### src/rtl/bist_ctrl.sv
// bist_ctrl: BIST sequencer for the 10-bit signature path.
// Drives LFSR patterns into the CUT and controls the downstream MISR.
// After the patterns and a flush, it compares the signature against a golden value.
module bist_ctrl #(
  parameter int unsigned       WIDTH        = 10,
  parameter int unsigned       N_PATTERNS   = 1023,
  parameter logic [WIDTH-1:0]  LFSR_SEED    = 10'h001,
  parameter logic [WIDTH-1:0]  LFSR_TAPS    = 10'h009,
  parameter int unsigned       FLUSH_CYCLES = 2,
  parameter int unsigned       CW           = $clog2(N_PATTERNS + 1)
) (
  input  logic             clk,
  input  logic             reset,
  input  logic             start,
  input  logic [WIDTH-1:0] golden_sig,
  input  logic [WIDTH-1:0] misr_sig,
  output logic [WIDTH-1:0] pattern,
  output logic             bist_mode,
  output logic             misr_reset,
  output logic             misr_enable,
  output logic [CW-1:0]    pattern_count,
  output logic             busy,
  output logic             done,
  output logic             pass
);

  localparam logic [2:0] S_IDLE  = 3'd0;
  localparam logic [2:0] S_CLEAR = 3'd1;
  localparam logic [2:0] S_RUN   = 3'd2;
  localparam logic [2:0] S_FLUSH = 3'd3;
  localparam logic [2:0] S_CHECK = 3'd4;
  localparam logic [2:0] S_DONE  = 3'd5;

  localparam int unsigned  FCW        = (FLUSH_CYCLES > 1) ? $clog2(FLUSH_CYCLES) : 1;
  localparam logic [CW-1:0]  LAST_PAT   = CW'(N_PATTERNS - 1);
  localparam logic [FCW-1:0] LAST_FLUSH = FCW'(FLUSH_CYCLES - 1);

  // Parameter sanity: a zero seed locks the LFSR, and a run needs at least one pattern.
  if (LFSR_SEED == '0) begin : g_bad_seed
    $error("bist_ctrl: LFSR_SEED must be nonzero");
  end
  if (N_PATTERNS < 1) begin : g_bad_count
    $error("bist_ctrl: N_PATTERNS must be at least 1");
  end

  logic [2:0]       state_q, state_d;
  logic             start_q;
  logic [WIDTH-1:0] lfsr_q, lfsr_d;
  logic [FCW-1:0]   flush_cnt_q, flush_cnt_d;
  logic [WIDTH-1:0] pattern_q, pattern_d;
  logic             bist_mode_q, bist_mode_d;
  logic             misr_reset_q, misr_reset_d;
  logic             misr_enable_q, misr_enable_d;
  logic [CW-1:0]    pattern_count_q, pattern_count_d;
  logic             busy_q, busy_d;
  logic             done_q, done_d;
  logic             pass_q, pass_d;
  logic             start_evt_c;
  logic [WIDTH-1:0] lfsr_step_c;

  // Rising edge of start, and the Galois step of the current LFSR state.
  assign start_evt_c = start & ~start_q;
  assign lfsr_step_c = {lfsr_q[WIDTH-2:0], 1'b0} ^ (lfsr_q[WIDTH-1] ? LFSR_TAPS : '0);

  // Next-state logic for the run sequence.
  always_comb begin
    state_d = state_q;
    case (state_q)
      S_IDLE:  if (start_evt_c) state_d = S_CLEAR;
      S_CLEAR: state_d = S_RUN;
      S_RUN:   if (pattern_count_q == LAST_PAT) state_d = (FLUSH_CYCLES == 0) ? S_CHECK : S_FLUSH;
      S_FLUSH: if (flush_cnt_q == LAST_FLUSH) state_d = S_CHECK;
      S_CHECK: state_d = S_DONE;
      S_DONE:  if (start_evt_c) state_d = S_CLEAR;
      default: state_d = S_IDLE;
    endcase
  end

  // Datapath and output next values. Controls are decoded from the next state so they are valid while that state is current.
  always_comb begin
    lfsr_d          = lfsr_q;
    flush_cnt_d     = flush_cnt_q;
    pattern_d       = pattern_q;
    pattern_count_d = pattern_count_q;
    pass_d          = pass_q;
    case (state_q)
      S_IDLE, S_DONE: begin
        if (start_evt_c) begin
          lfsr_d          = LFSR_SEED;
          pattern_count_d = '0;
          pass_d          = 1'b0;
        end
      end
      S_CLEAR: begin
        pattern_d   = lfsr_q;
        flush_cnt_d = '0;
      end
      S_RUN: begin
        lfsr_d          = lfsr_step_c;
        pattern_count_d = pattern_count_q + CW'(1);
        if (state_d == S_RUN) pattern_d = lfsr_step_c;
      end
      S_FLUSH: flush_cnt_d = flush_cnt_q + FCW'(1);
      S_CHECK: pass_d = (misr_sig == golden_sig);
      default: ;
    endcase
    misr_reset_d  = (state_d == S_CLEAR);
    misr_enable_d = (state_d == S_RUN) || (state_d == S_FLUSH);
    busy_d        = (state_d == S_CLEAR) || (state_d == S_RUN) ||
                    (state_d == S_FLUSH) || (state_d == S_CHECK);
    bist_mode_d   = busy_d;
    done_d        = (state_d == S_DONE);
  end

  // State and output registers; reset parks everything in IDLE with outputs low.
  always_ff @(posedge clk or negedge reset) begin
    if (!reset) begin
      state_q         <= S_IDLE;
      start_q         <= 1'b0;
      lfsr_q          <= LFSR_SEED;
      flush_cnt_q     <= '0;
      pattern_q       <= '0;
      bist_mode_q     <= 1'b0;
      misr_reset_q    <= 1'b0;
      misr_enable_q   <= 1'b0;
      pattern_count_q <= '0;
      busy_q          <= 1'b0;
      done_q          <= 1'b0;
      pass_q          <= 1'b0;
    end else begin
      state_q         <= state_d;
      start_q         <= start;
      lfsr_q          <= lfsr_d;
      flush_cnt_q     <= flush_cnt_d;
      pattern_q       <= pattern_d;
      bist_mode_q     <= bist_mode_d;
      misr_reset_q    <= misr_reset_d;
      misr_enable_q   <= misr_enable_d;
      pattern_count_q <= pattern_count_d;
      busy_q          <= busy_d;
      done_q          <= done_d;
      pass_q          <= pass_d;
    end
  end

  assign pattern       = pattern_q;
  assign bist_mode     = bist_mode_q;
  assign misr_reset    = misr_reset_q;
  assign misr_enable   = misr_enable_q;
  assign pattern_count = pattern_count_q;
  assign busy          = busy_q;
  assign done          = done_q;
  assign pass          = pass_q;

endmodule

### config.mk
export PLATFORM = sky130hd
export DESIGN_NAME = bist_ctrl
export DESIGN_NICKNAME = d
export VERILOG_FILES = /design/src/rtl/bist_ctrl.sv
export SDC_FILE = /design/constraint.sdc
export NUM_CORES = 1
export LEC_CHECK = 0
export ABC_AREA = 1
export BUFFER_PORTS_ARGS = -buffer_cell sky130_fd_sc_hd__buf_2
export CAP_MARGIN = 20
export CORE_MARGIN = 2
export CORE_UTILIZATION = 30
export DETAILED_ROUTE_END_ITERATION = 6
export PLACE_DENSITY = 0.53
export SYNTH_ARGS = -nofsm -noshare
export SYNTH_HDL_FRONTEND = slang
export SYNTH_SLANG_ARGS = --single-unit
### constraint.sdc
create_clock -name clk -period 1.39 [get_ports clk]
set_input_delay 0.0695 -clock clk [delete_from_list [all_inputs] [get_ports clk]]
set_output_delay 0.0695 -clock clk [all_outputs]
set_load 0.005 [all_outputs]
==> out/qor.txt <==
Status = complete, but fails checks
Failing checks = negative setup slack
Crit path from = state_q[1]
Total Power Consumption = 7673 uW
Most used cell, CP = buf_12
Pwr dens = 2317 mW/mm2
R2R Path End = pattern[3]
Post-route cell area = 0.003312 mm2
Async set-or-reset flop fraction in the synthesized netlist = 100.0%
Nets = 380
Remaining DRCs = 0
Top Ports = 49
Area grow syn2layout = 60.42%
Antenna cells = 0
IO buf count = 48
FF+latch count, synth = 40
WP data required = 1.59 ns
Global-route wire length before repair = 8.066 mm
Post-route clock period utilization = 106.9%
Worst-path clk slew = 0.08 ns
Clock Tree Buf Depth = 2
Pins over their slew limit = 0
Fmax = 0.6731 GHz
Warnings, synthesis = 0
Top FF cell, synth = dfrtp_1
Part of the power in registers = 24.7%
Leak = 0.001665 uW
Synth Cell Area = 0.002064 mm2
R2r setup slk = -0.1 ns
Crit Path Category = reg -> reg
Antenna violations before repair = 0
RePlAce Congestion = 0.7689
Net Sw Power = 3077 uW
Gr usage total = 13.62%
DR vias/cell = 4.518
Reg2reg start = state_q[1]
Final Skew = 0.004505 ns
Unrepaired setup endpoints after global routing = true
Gate Count Post-Synth = 237
Final std cells w/o fill = 436
Clock power share = 12.6%
Critical Path, Cell by Cell = buf_4 -> nor3_1 -> nor2_1 -> nand2_2 -> nor2_4 -> buf_12 -> buf_12 -> nand3_2 -> nand2_1
Htree depth = 2
DP Area = 0.002703 mm2
Min-Delay Startpoint = misr_sig[4]
Setup crit end kind = register
Wirelength per Cell = 12.18 um
Worst vdd ir = 0.8018 mV
CP max stage delay = 0.40 ns
Row Count = 30
Worst Setup Start Kind = register
Mean Syn Cell Area = 8.711 um2
WHS = 0.1623 ns
Number of synthesized flops with an enable pin = 0
Total length of routed wires = 5.310 mm
Remaining antenna violation count = 0
Die height = 86.96 um
Die Span X = 86.96 um
Logic pwr share = 62.7%
Slew HR = 76.08%
Placed Cells = 401
Critical path destination = pattern[3]
Via count = 1,970
Internal = 4596 uW
Initial Util = 30.73%
Netlist cell types = 33
PnR worst setup slack = -0.09575 ns
CTS tree = done
Sequential area share after synthesis = 48.55%
Vias in the first global route = 1,769
Placeable Area = 0.006719 mm2
Post-place setup slack = -0.2269 ns
Final Hold Viols = 0
Clock latency on the worst-skew pair = 0.30 ns
Sw frac = 40.10%
Hold Crit Depth = 6
R2R cell count = 9
CP Depth = 9
Critical Path AT = 1.68 ns
Crit-path leading delay family = simple AND/OR/NAND/NOR gates
CTS root buffer = clkbuf_8
Syn_nets = 262
Remaining Overflow, GRT = 0
Hold Path Class = in -> reg
Worst path bufs/invs = 3
Min cycle time layout = 1.486 ns
DP HPWL = 3.419 mm
Num CTS Buffers = 5
Clk sinks = 40
First-pass DRT Iterations = 4
Critical-path maximum fanout = 8
CP max-delay cell = dfrtp_1
Largest net degree at the start of global routing = 41
Die area = 0.007561 mm2
Drt initial violations = 52
Final setup viols = 24
Worst-Margin Slew = 0.3561 ns
Max-Cap Viols = 0
Share of layout cells above drive strength 1 = 52.81%
==> worst register-to-register path: stages, from the launching register on <==
cell     delay (ns)
dfrtp_1        0.40
buf_4          0.16
nor3_1         0.25
nor2_1         0.08
nand2_2        0.08
nor2_4         0.05
buf_12         0.14
buf_12         0.13
nand3_2        0.05
nand2_1        0.05
==> worst min path at each step <==
| stage | slack, ns | to |
|---|---|---|
| after global routing | 0.19 | pass |
| after detailed placement | 0.06 | pattern[6] |
| final | 0.16 | pass |
| after global placement | 0.06 | pattern[8] |
| after floorplan | -0.23 | busy |
| after CTS | 0.17 | pass |
==> per-stage QoR <==
step	setup TNS [ns]	utilization, %
5_1_grt	-3.366	49.29
3_3_place_gp	-2.958	40.22
6_report	-1.376	49.29
3_5_place_dp	-3.482	40.22
4_1_cts	-1.103	43.72
2_1_floorplan	0	-
==> cell usage after synthesis (2+ instances only) <==
cell     number  share of area (%)
xnor2_1       8                3.4
o21ai_2       2               0.85
nor3_1        3               0.73
xor2_1        3                1.3
nor3_2        2               0.97
ha_1          2                1.2
inv_1        25                4.5
dfrtp_1      39                 47
nand2_2       4                1.2
nand4_1       2               0.61
o21ai_1      13                3.2
buf_4         2               0.73
inv_2         6                1.1
nand3_2      11                5.3
nand3_1      10                2.4
o21ai_0       5                1.2
nand2_1      55                 10
o22ai_1      10                3.0
buf_2         3               0.73
nor2_1       16                2.9
a21oi_1       4               0.97
==> cell type report <==
cell class,count,area [um2]
clock buffer,5,68.82
clock inverter,3,42.54
inverter,31,126.4
timing repair buffer,118,907.1
tap,80,100.1
sequential,40,1005
fill,624,3407
multi-input combinational,159,1062
==> power groups by stage <==
| stage | Combinational, uW | Sequential, uW | Clock [uW] |
|---|---|---|---|
| 5_1_grt | 5210 | 1940 | 1040 |
| 4_1_cts | 3630 | 1840 | 997 |
| 6_report | 4810 | 1890 | 966 |
| 3_5_place_dp | 3170 | 1860 | 0 |
| 2_1_floorplan | 1880 | 1900 | 0 |
| 3_3_place_gp | 3130 | 1860 | 0 |
==> layout by cell type (no fill, tap or decap), types with 2 or more instances in the layout <==
master,count
xor2_1,3
dfrtp_2,2
buf_12,5
dlygate4sd3_1,2
inv_2,6
a21oi_1,4
o21ai_1,8
dfrtp_1,37
inv_1,22
nand3_1,9
o21ai_0,4
xnor2_1,8
buf_4,48
clkbuf_8,5
o22ai_2,4
nor2_2,5
nor3_4,2
o21ai_2,8
nor2_4,3
ha_1,2
buf_2,48
nand2_1,45
nand3_4,2
nand2_2,9
nand3_2,10
nor2_1,10
o22ai_1,6
nor3_1,3
inv_4,2
nand2_4,6
nand4_1,2
buf_6,13
==> per-layer routing <==
layer / wire, um / up-vias / share of wire (%) / global-route usage [%]
met4: 89 / 0 / 1.7 / 4.261
met2: 2855 / 30 / 54 / 22.07
met3: 118 / 9 / 2.2 / 3.223
li1: - / 1001 / - / -
met5: 0 / - / 0 / 0
met1: 2247 / 930 / 42 / 17.97
==> state kept, by name, indices dropped and copies added (netlist names) <==
name	flops
busy	1
done	1
flush_cnt_q	1
lfsr_q	10
misr_enable	1
misr_reset	1
pass	1
pattern	10
pattern_count	10
start_q	1
state_q	3
==> cell families (layout without fill, tap and decap cells) <==
logic type | count (synthesis) | in the layout | share of synthesized area, %
adder cells (fa/ha/maj) | 2 | 2 | 1.212
AO/OA/AOI/OAI | 37 | 37 | 10.30
flip-flops | 40 | 40 | 48.55
AND/OR/NAND/NOR | 108 | 109 | 26.73
XOR/XNOR | 11 | 11 | 4.667
buffers and inverters | 39 | 157 | 8.545
==> what timing repair did <==
item	4_1_cts	5_1_grt
buffers inserted	7	15
resized for setup	9	54
pin swaps	3	12
gates cloned	0	3
hold endpoints to repair	41	0
hold buffers	2	0
setup endpoints to repair	31	34
No activity file was read; power rests on OpenSTA's default activity.
